`src/rtl/mem_access_ctrl_if.sv`:
```
// Data-bus req/ack handshake between the MEM-stage controller (master) and memory (slave).
interface mem_access_ctrl_if #(
    parameter int ADDR_W = 32,
    parameter int DATA_W = 32
);
    logic              bus_req;
    logic              bus_we;
    logic [ADDR_W-1:0] bus_addr;
    logic [3:0]        bus_sel;
    logic [DATA_W-1:0] bus_wdata;
    logic              bus_ack;
    logic [DATA_W-1:0] bus_rdata;

    modport master (
        output bus_req, bus_we, bus_addr, bus_sel, bus_wdata,
        input  bus_ack, bus_rdata
    );

    modport slave (
        input  bus_req, bus_we, bus_addr, bus_sel, bus_wdata,
        output bus_ack, bus_rdata
    );
endinterface

```
`src/rtl/mem_access_ctrl.sv`:
```
// MEM-stage data-bus controller: issues loads/stores over req/ack, stalls the pipe until ack,
// aligns/extends load data, builds big-endian byte selects and handles LL/SC.
module mem_access_ctrl #(
    parameter int ADDR_W = 32,
    parameter int DATA_W = 32
) (
    input  logic              clk,
    input  logic              rst,
    input  logic [3:0]        mem_op,
    input  logic [4:0]        mem_wd_i,
    input  logic              mem_wreg_i,
    input  logic [DATA_W-1:0] mem_result_i,
    input  logic [ADDR_W-1:0] mem_addr_i,
    input  logic [DATA_W-1:0] mem_reg2_i,
    input  logic              LLbit_i,
    input  logic              flush,
    input  logic              stall_mem,
    mem_access_ctrl_if.master bus,
    output logic [4:0]        mem_wd_o,
    output logic              mem_wreg_o,
    output logic [DATA_W-1:0] mem_wdata_o,
    output logic              LLbit_we_o,
    output logic              LLbit_value_o,
    output logic              adel_o,
    output logic              ades_o,
    output logic              stallreq
);
    typedef enum logic [3:0] {
        OP_NOP = 4'd0, OP_LB = 4'd1, OP_LBU = 4'd2, OP_LH = 4'd3, OP_LHU = 4'd4, OP_LW = 4'd5,
        OP_SB  = 4'd6, OP_SH = 4'd7, OP_SW  = 4'd8, OP_LL = 4'd9, OP_SC  = 4'd10
    } op_e;

    typedef enum logic [1:0] {S_IDLE, S_WAIT, S_DONE, S_DRAIN} state_e;

    state_e            state;
    logic [DATA_W-1:0] rdata_q;
    logic              q_we;
    logic [ADDR_W-1:0] q_addr;
    logic [3:0]        q_sel;
    logic [DATA_W-1:0] q_wdata;

    op_e               op;
    logic              is_load, is_store, is_mem, misaligned, sc_fail, need_bus;
    logic [3:0]        sel_c;
    logic [DATA_W-1:0] wdata_c, load_val;
    logic [ADDR_W-1:0] addr_c;
    logic [7:0]        lane_b;
    logic [15:0]       lane_h;

    always_comb begin
        op         = op_e'(mem_op);
        is_load    = op inside {OP_LB, OP_LBU, OP_LH, OP_LHU, OP_LW, OP_LL};
        is_store   = op inside {OP_SB, OP_SH, OP_SW, OP_SC};
        is_mem     = is_load || is_store;
        misaligned = ((op inside {OP_LH, OP_LHU, OP_SH}) && mem_addr_i[0])
                  || ((op inside {OP_LW, OP_LL, OP_SW, OP_SC}) && (mem_addr_i[1:0] != 2'b00));
        sc_fail    = (op == OP_SC) && !LLbit_i && !misaligned;
        need_bus   = is_mem && !misaligned && !sc_fail;
        addr_c     = {mem_addr_i[ADDR_W-1:2], 2'b00};

        sel_c   = 4'b1111;
        wdata_c = '0;
        case (op)
            OP_SB: begin
                sel_c   = 4'b1000 >> mem_addr_i[1:0];
                wdata_c = {4{mem_reg2_i[7:0]}};
            end
            OP_SH: begin
                sel_c   = mem_addr_i[1] ? 4'b0011 : 4'b1100;
                wdata_c = {2{mem_reg2_i[15:0]}};
            end
            OP_SW, OP_SC: wdata_c = mem_reg2_i;
            default: ;
        endcase

        // Big-endian lanes: byte offset 0 lives in bits 31:24.
        case (mem_addr_i[1:0])
            2'd0:    lane_b = rdata_q[31:24];
            2'd1:    lane_b = rdata_q[23:16];
            2'd2:    lane_b = rdata_q[15:8];
            default: lane_b = rdata_q[7:0];
        endcase
        lane_h = mem_addr_i[1] ? rdata_q[15:0] : rdata_q[31:16];
        case (op)
            OP_LB:   load_val = {{24{lane_b[7]}}, lane_b};
            OP_LBU:  load_val = {24'd0, lane_b};
            OP_LH:   load_val = {{16{lane_h[15]}}, lane_h};
            OP_LHU:  load_val = {16'd0, lane_h};
            default: load_val = rdata_q;
        endcase
    end

    always_comb begin
        bus.bus_req   = 1'b0;
        bus.bus_we    = 1'b0;
        bus.bus_addr  = '0;
        bus.bus_sel   = '0;
        bus.bus_wdata = '0;
        mem_wd_o      = '0;
        mem_wreg_o    = 1'b0;
        mem_wdata_o   = '0;
        LLbit_we_o    = 1'b0;
        LLbit_value_o = 1'b0;
        adel_o        = 1'b0;
        ades_o        = 1'b0;
        stallreq      = 1'b0;
        if (!rst) begin
            unique case (state)
                S_IDLE: begin
                    if (!flush) begin
                        if (!is_mem) begin
                            mem_wd_o    = mem_wd_i;
                            mem_wreg_o  = mem_wreg_i;
                            mem_wdata_o = mem_result_i;
                        end else if (misaligned) begin
                            adel_o   = is_load;
                            ades_o   = is_store;
                            mem_wd_o = mem_wd_i;
                        end else if (sc_fail) begin
                            mem_wd_o   = mem_wd_i;
                            mem_wreg_o = 1'b1;
                        end else begin
                            bus.bus_req   = 1'b1;
                            bus.bus_we    = is_store;
                            bus.bus_addr  = addr_c;
                            bus.bus_sel   = sel_c;
                            bus.bus_wdata = wdata_c;
                            stallreq      = 1'b1;
                        end
                    end
                end
                S_WAIT, S_DRAIN: begin
                    // Request fields replay from the issue-cycle copy so a flushed ex_mem cannot disturb them.
                    bus.bus_req   = 1'b1;
                    bus.bus_we    = q_we;
                    bus.bus_addr  = q_addr;
                    bus.bus_sel   = q_sel;
                    bus.bus_wdata = q_wdata;
                    if (!flush) begin
                        if (state == S_WAIT || is_mem) begin
                            stallreq = 1'b1;
                        end else begin
                            mem_wd_o    = mem_wd_i;
                            mem_wreg_o  = mem_wreg_i;
                            mem_wdata_o = mem_result_i;
                        end
                    end
                end
                S_DONE: begin
                    if (!flush) begin
                        mem_wd_o = mem_wd_i;
                        if (op == OP_SC) begin
                            mem_wreg_o  = 1'b1;
                            mem_wdata_o = 32'd1;
                            LLbit_we_o  = 1'b1;
                        end else if (is_load) begin
                            mem_wreg_o    = mem_wreg_i;
                            mem_wdata_o   = load_val;
                            LLbit_we_o    = (op == OP_LL);
                            LLbit_value_o = (op == OP_LL);
                        end
                    end
                end
            endcase
        end
    end

    always_ff @(posedge clk) begin
        if (rst) begin
            state   <= S_IDLE;
            rdata_q <= '0;
            q_we    <= 1'b0;
            q_addr  <= '0;
            q_sel   <= '0;
            q_wdata <= '0;
        end else begin
            unique case (state)
                S_IDLE: begin
                    if (!flush && need_bus) begin
                        q_we    <= is_store;
                        q_addr  <= addr_c;
                        q_sel   <= sel_c;
                        q_wdata <= wdata_c;
                        if (bus.bus_ack) begin
                            rdata_q <= bus.bus_rdata;
                            state   <= S_DONE;
                        end else begin
                            state <= S_WAIT;
                        end
                    end
                end
                S_WAIT: begin
                    if (flush) begin
                        state <= bus.bus_ack ? S_IDLE : S_DRAIN;
                    end else if (bus.bus_ack) begin
                        rdata_q <= bus.bus_rdata;
                        state   <= S_DONE;
                    end
                end
                S_DONE: begin
                    if (flush || !stall_mem) state <= S_IDLE;
                end
                S_DRAIN: begin
                    if (bus.bus_ack) state <= S_IDLE;
                end
            endcase
        end
    end
endmodule
```
`src/flat_wrapper.sv`:
```
// flat-port wrapper written by rule: the top's interface ports become plain ports
module mem_access_ctrl_flat 
#(
    parameter int ADDR_W = 32,
    parameter int DATA_W = 32
)
  (clk, rst, mem_op, mem_wd_i, mem_wreg_i, mem_result_i, mem_addr_i, mem_reg2_i, LLbit_i, flush, stall_mem, mem_wd_o, mem_wreg_o, mem_wdata_o, LLbit_we_o, LLbit_value_o, adel_o, ades_o, stallreq, bus_bus_req, bus_bus_we, bus_bus_addr, bus_bus_sel, bus_bus_wdata, bus_bus_ack, bus_bus_rdata);
  mem_access_ctrl_if #(.ADDR_W(ADDR_W), .DATA_W(DATA_W)) bus_i ();
  input  logic clk;
  input  logic rst;
  input  logic [3:0] mem_op;
  input  logic [4:0] mem_wd_i;
  input  logic mem_wreg_i;
  input  logic [DATA_W-1:0] mem_result_i;
  input  logic [ADDR_W-1:0] mem_addr_i;
  input  logic [DATA_W-1:0] mem_reg2_i;
  input  logic LLbit_i;
  input  logic flush;
  input  logic stall_mem;
  output logic [4:0] mem_wd_o;
  output logic mem_wreg_o;
  output logic [DATA_W-1:0] mem_wdata_o;
  output logic LLbit_we_o;
  output logic LLbit_value_o;
  output logic adel_o;
  output logic ades_o;
  output logic stallreq;
  output wire logic [$bits(bus_i.bus_req)-1:0] bus_bus_req;
  output wire logic [$bits(bus_i.bus_we)-1:0] bus_bus_we;
  output wire logic [$bits(bus_i.bus_addr)-1:0] bus_bus_addr;
  output wire logic [$bits(bus_i.bus_sel)-1:0] bus_bus_sel;
  output wire logic [$bits(bus_i.bus_wdata)-1:0] bus_bus_wdata;
  input wire logic [$bits(bus_i.bus_ack)-1:0] bus_bus_ack;
  input wire logic [$bits(bus_i.bus_rdata)-1:0] bus_bus_rdata;
  assign bus_bus_req = bus_i.bus_req;
  assign bus_bus_we = bus_i.bus_we;
  assign bus_bus_addr = bus_i.bus_addr;
  assign bus_bus_sel = bus_i.bus_sel;
  assign bus_bus_wdata = bus_i.bus_wdata;
  assign bus_i.bus_ack = bus_bus_ack;
  assign bus_i.bus_rdata = bus_bus_rdata;
  mem_access_ctrl #(.ADDR_W(ADDR_W), .DATA_W(DATA_W)) u_core (.clk(clk), .rst(rst), .mem_op(mem_op), .mem_wd_i(mem_wd_i), .mem_wreg_i(mem_wreg_i), .mem_result_i(mem_result_i), .mem_addr_i(mem_addr_i), .mem_reg2_i(mem_reg2_i), .LLbit_i(LLbit_i), .flush(flush), .stall_mem(stall_mem), .bus(bus_i), .mem_wd_o(mem_wd_o), .mem_wreg_o(mem_wreg_o), .mem_wdata_o(mem_wdata_o), .LLbit_we_o(LLbit_we_o), .LLbit_value_o(LLbit_value_o), .adel_o(adel_o), .ades_o(ades_o), .stallreq(stallreq));
endmodule
```
`config.mk`:
```
export PLATFORM = sky130hd
export DESIGN_NAME = mem_access_ctrl_flat
export DESIGN_NICKNAME = d
export VERILOG_FILES = /design/src/rtl/mem_access_ctrl_if.sv /design/src/rtl/mem_access_ctrl.sv /design/src/flat_wrapper.sv
export SDC_FILE = /design/constraint.sdc
export NUM_CORES = 1
export LEC_CHECK = 0
export ABC_AREA = 1
export BUFFER_PORTS_ARGS = -buffer_cell sky130_fd_sc_hd__buf_2
export CELL_PAD_IN_SITES_DETAIL_PLACEMENT = 2
export CELL_PAD_IN_SITES_GLOBAL_PLACEMENT = 2
export CORE_UTILIZATION = 26
export CTS_CLUSTER_SIZE = 25
export DETAILED_ROUTE_END_ITERATION = 8
export GPL_TIMING_DRIVEN = 1
export MAX_ROUTING_LAYER = met4
export PLACE_DENSITY = 0.95
export SLEW_MARGIN = 20
export SYNTH_ARGS = -nofsm -noshare
export SYNTH_HDL_FRONTEND = slang
export SYNTH_SLANG_ARGS = --single-unit
```
`constraint.sdc`:
```
create_clock -name clk -period 2.9 [get_ports clk]
set_clock_uncertainty 0.1 [all_clocks]
set_input_delay 0.29 -clock clk [delete_from_list [all_inputs] [get_ports clk]]
set_output_delay 0.29 -clock clk [all_outputs]
set_load 0.03 [all_outputs]
```
==> results of run 1 <==
tightest hold or removal path, stage by stage:
cell	delay (ps)
buf_2	100
nand4_1	90
a21oi_1	70
repair_timing:
item                       in CTS  in global routing
hold buffers                    0                  0
gates cloned                    0                  0
resized for setup               1                  9
setup endpoints to repair       1                 62
stage by stage:
| step | hold slack [ps] | utilization | setup slack (ps) | instances |
|---|---|---|---|---|
| after global routing | 122.8 | 0.3417 | -1.319 | 1655 |
| after CTS | 108.6 | 0.3405 | 44.63 | 1653 |
| final | 125.4 | 0.3417 | 139.3 | 1655 |
| after detailed placement | 359.1 | 0.3285 | 88.21 | 1637 |
| after global placement | 347.5 | 0.3285 | 278.0 | 1637 |
| after floorplan | 339.3 | - | 298.2 | 1103 |
placed cells by master, fill, tap and decap left out, types with 2 or more instances in the layout:
cell,n
nand4_1,39
nand3_1,80
buf_2,254
or2_2,3
a21oi_1,196
dfxtp_1,100
o221ai_1,3
nor3_1,4
nand2_1,311
nor2_1,72
conb_1,2
a221oi_1,3
nand2_2,7
inv_8,3
buf_12,4
diode_2,2
inv_2,7
clkinv_1,3
o2111ai_1,2
nor2_2,6
nand2_4,2
nand3_4,2
clkbuf_8,2
buf_4,24
clkbuf_16,9
inv_1,79
o22ai_1,7
nor2_4,4
a31oi_1,4
o21ai_0,67
o21ai_1,4
o211ai_1,10
flip-flops by register name, indices dropped and copies added (netlist names):
signal	flops
u_core.q_addr	30
u_core.q_sel	4
u_core.q_wdata	32
u_core.q_we	1
u_core.rdata_q	32
u_core.state	2
cell type report:
type	instances	area share
Multi-Input combinational cell	833	0.4585
Sequential cell	101	0.2365
Timing Repair Buffer	284	0.1821
Tap cell	330	0.04826
Inverter	89	0.03905
Clock buffer	11	0.02954
Clock inverter	5	0.005557
Antenna cell	2	0.0005850
kinds of logic after synthesis:
logic type | Yosys count | share of synthesized area
compound gates | 298 | 0.2362
other cells | 1 | 0.0005668
flops | 101 | 0.3056
buf+inv | 169 | 0.1068
simple gates | 533 | 0.3508
final timing paths:
| check | from | end | cells past startpoint |
|---|---|---|---|
| worst min-delay path | mem_addr_i[22] | u_core.q_addr[22]$_SDFFE_PP0P_ | 3 |
| worst min register to register | u_core.q_wdata[9]$_SDFFE_PP0P_ | u_core.q_wdata[9]$_SDFFE_PP0P_ | 2 |
| worst max-delay path | u_core.state[1]$_SDFFE_PP0P_ | mem_wdata_o[15] | 10 |
| worst max register to register | u_core.state[1]$_SDFFE_PP0P_ | u_core.rdata_q[0]$_SDFFE_PP0P_ | 9 |
per-layer routing:
| metal | up-vias | wire length, um | part of all wire |
|---|---|---|---|
| li1 | 4114 | - | - |
| met1 | 4322 | 14000 | 0.43 |
| met2 | 296 | 16350 | 0.50 |
| met3 | 85 | 1222 | 0.037 |
| met4 | 0 | 1311 | 0.040 |
| met5 | - | 0 | 0 |
power by group:
| group | switching, mW | internal, mW | total (mW) |
|---|---|---|---|
| Clock | 0.631 | 0.652 | 1.28 |
| Combinational | 0.838 | 0.348 | 1.19 |
| Sequential | 0.0773 | 1.47 | 1.55 |
| Total | 1.55 | 2.47 | 4.02 |
==> key figures, run 1 <==
Clock network
  – H-tree level count: 3
  – Worst-skew pair later-pin latency: 360 ps
  – TritonCTS Sinks: 101
  – CTS tree: done
  – Clock root buffer: clkbuf_16
  – Max clock buf depth: 2
  – Reg clk slew, reported paths: 80 ps
  – CTS buffer count: 9
  – Setup repair bufs after CTS: 0

Route
  – Avg WL per Cell: 19.87 um
  – First-pass DRT Iterations: 5
  – Routed via count: 8817
  – Vias per std cell: 5.327
  – DRT antenna net count: 0
  – WL final: 32880 um
  – Initial DRC count: 606
  – DRC violations left: 0

Layout
  – Multi-input gate area: 3923 um^2
  – Proportion of layout cells with a drive suffix above 1: 0.2532
  – Number of fill cells: 3162
  – Synthesis-to-layout area growth: 29.31%
  – Sequential Area: 2023 um^2
  – Nets@finish: 1462
  – Design Area, Final: 8556 um^2

STA
  – Final hold violation count: 0
  – Tmin final: 2761 ps
  – Fin crit share: 0.9520
  – Setup TNS: 0 ps
  – F_max: 362.2 MHz
  – Endpoints failing setup: 0
  – Pins over their slew limit: 0
  – Worst slew margin: 0.4418
  – Worst slew pin tran: 837.4 ps

Placed design
  – Port Buffers: 254
  – Detailed Place HPWL: 24470 um
  – Placer Congestion: 0.8795
  – Placed cell areas: 8224 um^2

Yosys
  – FFs w/ async S/R, synth: 0
  – Synth area leader: dfxtp_1
  – Top cells by count, synth: 314 x nand2_1, 197 x a21oi_1, 101 x dfxtp_1
  – Top-count cell post-synth: nand2_1
  – Count of flip-flops with a built-in enable after synthesis: 0
  – Yosys cell types: 33
  – Synthesis Warnings: 0
  – Synth Cell Area: 6616 um^2
  – Syn Inst Count: 1102
  – Post-synthesis sequential area ratio: 0.3056
  – Flops & latches, synth: 101
  – Avg Inst Size Synth: 6.004 um^2
  – Post-synth top area share: 0.3056
  – Top FF cell, synth: dfxtp_1
  – Most area-consuming cells after synthesis: dfxtp_1 31%, nand2_1 18%, a21oi_1 15%

Power
  – Pwr dens: 469.9 nW/um^2
  – Total power: 4.020 mW
  – VDD IR max: 219.6 uV
  – P_leak: 3.907 nW

Floorplan
  – IO Pins: 257
  – Die height: 161.5 um
  – Initial Utilization: 0.2643
  – Die area: 26090 um^2
  – Die width: 161.5 um
  – Core Area: 25040 um^2
  – Row cnt: 58

Worst setup path
  – Critical path buffers and inverters: 5
  – CP Class: flop to output pin
  – Slowest-stage cell, CP: dfxtp_1
  – Top delay family on crit path: buffers and inverters
  – Worst EP required: 2510 ps
  – Slowest stage delay, CP: 450 ps
  – Worst setup EP type: output pin
  – Crit path cell chain: inv_1 > nor2_2 > inv_2 > nor2_1 > buf_4 > nand2_1 > inv_2 > o21ai_0 > o21ai_0 > buf_2
  – Critical Path Fanout Max: 6
  – Reg2Reg Setup Slack: 560 ps
  – WP data arrival: 2370 ps
  – CP Launch Type: flop

Outcome
  – Status: finished clean

Global routing
  – Initial antenna violation count: 2
  – Met3 Usage GRT: 0.02748
  – Pin count of the biggest net entering global routing: 73
  – Busiest grt layer: met2
  – Vias in the first global route: 9488
  – Met1 global-route usage: 0.3003
  – Total Routing Usage GR: 0.2573
  – First-pass GRT wire length: 50830 um
  – GR Overflow Total: 0
  – Routing usage on met2: 0.4397

Job
  – Max Cap Viol: 0

Worst hold path
  – Hold Crit Class: primary input to flop
Note: power is estimated with default switching activity, not from simulation.
==> run 2: changes to the inputs <==
--- a/constraint.sdc
+++ b/constraint.sdc
@@ -4,2 +4,2 @@
 set_output_delay 0.29 -clock clk [all_outputs]
-set_load 0.03 [all_outputs]
+set_load 0.02 [all_outputs]
==> run 2 against run 1 <==
Cell area is 0.63% higher. Count of clock-buffer cells in the layout is 2 lower. Hold slack hardly changed. First-iteration DRC count is 8.9% higher. Wire length is 0.75% lower. Flip-flop and latch count stayed put. Via count is 0.49% lower. Non-clock buffer count is 1 higher. Setup slack better by 19 ps. Global-route usage is 0.39 points lower. Combinational power hardly changed. Critical path type unchanged. Critical endpoint is now mem_wdata_o[9].
==> key figures, run 2 (synthesis results as in run 1) <==
Power
  – Switch share: 0.3768
  – P_leak: 3.922 nW
  – Clock power frac: 0.331
  – Total power: 4.056 mW
  – P_int: 2.528 mW
  – Power share of the combinational group: 0.287
  – Seq pwr share: 0.382
  – Switch Pwr: 1.528 mW
  – VDD IR max: 262.0 uV
  – Pwr dens: 471.1 nW/um^2

Route
  – DRC violations left: 0
  – Avg WL per Cell: 19.70 um
  – Vias per std cell: 5.295
  – WL final: 32640 um
  – DRT antenna net count: 0
  – Initial DRC count: 660
  – First-pass DRT Iterations: 5
  – Routed via count: 8774

STA
  – Tmin final: 2742 ps
  – F_max: 364.7 MHz
  – Pins over their slew limit: 0
  – Endpoints failing setup: 0
  – Worst slew margin: 0.3921
  – Setup TNS: 0 ps
  – PnR worst setup slack: 158.3 ps
  – Worst slew pin tran: 911.8 ps
  – Final hold violation count: 0
  – Fin crit share: 0.9454

Global routing
  – Total Routing Usage GR: 0.2534
  – Pin count of the biggest net entering global routing: 76
  – Vias in the first global route: 9251
  – Initial antenna violation count: 1
  – GR Overflow Total: 0
  – First-pass GRT wire length: 50760 um

Floorplan
  – Core Area: 25040 um^2
  – Row cnt: 58
  – Die height: 161.5 um
  – Die width: 161.5 um
  – Initial Utilization: 0.2643
  – Die area: 26090 um^2
  – IO Pins: 257

Layout
  – Most frequent cells in the layout: 312 x nand2_1, 254 x buf_2, 196 x a21oi_1, 100 x dfxtp_1
  – Proportion of layout cells with a drive suffix above 1: 0.2530
  – Fin util: 0.3439
  – Synthesis-to-layout area growth: 30.12%
  – Top flop regs: u_core.q_wdata x32, u_core.rdata_q x32, u_core.q_addr x30
  – Nets@finish: 1463
  – Number of fill cells: 3130
  – Commonest non-fill, non-tap cell in the layout: nand2_1

Worst setup path
  – Reg2Reg Setup Slack: 390 ps
  – WP data arrival: 2350 ps
  – CP Launch Type: flop
  – Worst reg-to-reg path cell count: 10
  – Crit path cell chain: inv_1 > nor2_1 > inv_1 > nor2_4 > nand2_1 > inv_2 > o21ai_0 > o21ai_0 > buf_2
  – Critical Path Fanout Max: 6
  – Slowest-stage cell, CP: dfxtp_1
  – Slowest stage delay, CP: 470 ps
  – Worst EP required: 2510 ps
  – CP Class: flop to output pin
  – Worst setup EP type: output pin

Clock network
  – Clock root buffer: clkbuf_16
  – TritonCTS Sinks: 101
  – Setup repair bufs after CTS: 0
  – Reg clk slew, reported paths: 80 ps
  – CTS buffer count: 9
  – CTS tree: done
  – Max clock buf depth: 2
  – Worst-skew pair later-pin latency: 360 ps
  – H-tree level count: 3

Outcome
  – Status: finished clean

Placed design
  – Placer Congestion: 0.8583
  – Detailed Place HPWL: 24390 um
  – Port Buffers: 254
  – Post-placement setup slack: 31.39 ps

Worst hold path
  – Hold Crit Class: primary input to flop
  – Hold path cells: 3

Job
  – Max Cap Viol: 0
run 2: metrics by stage:
stage	area (um^2)	hold slack, ps	cells
5_1_grt	8605	129.9	1655
3_3_place_gp	8269	347.6	1638
4_1_cts	8584	114.5	1654
2_1_floorplan	6620	339.3	1103
3_5_place_dp	8269	358.6	1638
6_report	8610	125.7	1657
run 2: final timing paths:
path / start / endpoint
setup / recovery: u_core.state[1]$_SDFFE_PP0P_ / mem_wdata_o[9]
hold / removal: mem_addr_i[22] / u_core.q_addr[22]$_SDFFE_PP0P_
setup reg to reg: u_core.state[1]$_SDFFE_PP0P_ / u_core.rdata_q[20]$_SDFFE_PP0P_
hold reg to reg: u_core.q_sel[3]$_SDFFE_PP0P_ / u_core.q_sel[3]$_SDFFE_PP0P_
run 2: what timing repair did:
action / CTS / global route
hold buffers: 0 / 0
endpoints found under the setup margin: 3 / 37
gates resized for setup: 1 / 6
run 2: critical path: cells and delay by family, from the launching register on:
family	cells	cell delay, ps
buf+inv	4	640
flops	1	470
simple gates	3	560
compound gates	2	310
run 2: layout make-up:
cell class                      count  area [um^2]  share of cell area
Multi-Input combinational cell    833         3928              0.4562
Sequential cell                   101         2023              0.2350
Timing Repair Buffer              285         1592              0.1849
Tap cell                          330        412.9             0.04796
Inverter                           89        334.1             0.03880
Clock buffer                        9        225.2             0.02616
Clock inverter                      7        87.58             0.01017
Antenna cell                        3        7.507           0.0008720
run 2: power groups by stage:
stage                     Sequential [mW]  Combinational (mW)  Clock (mW)
after global placement               1.57                1.09           0
after detailed placement             1.58                1.14           0
final                                1.55                1.16        1.34
after floorplan                      1.55               0.717           0
after CTS                            1.55                1.16        1.37
after global routing                 1.56                1.26        1.42
run 2: metal layers:
| metal | up-vias | track usage | part of all wire | routed length, um |
|---|---|---|---|---|
| li1 | 4110 | - | - | - |
| met5 | - | - | 0 | 0 |
| met2 | 266 | 0.4451 | 0.50 | 16470 |
| met4 | 0 | 0.08148 | 0.028 | 913 |
| met3 | 65 | 0.03313 | 0.040 | 1303 |
| met1 | 4333 | 0.2975 | 0.43 | 13940 |
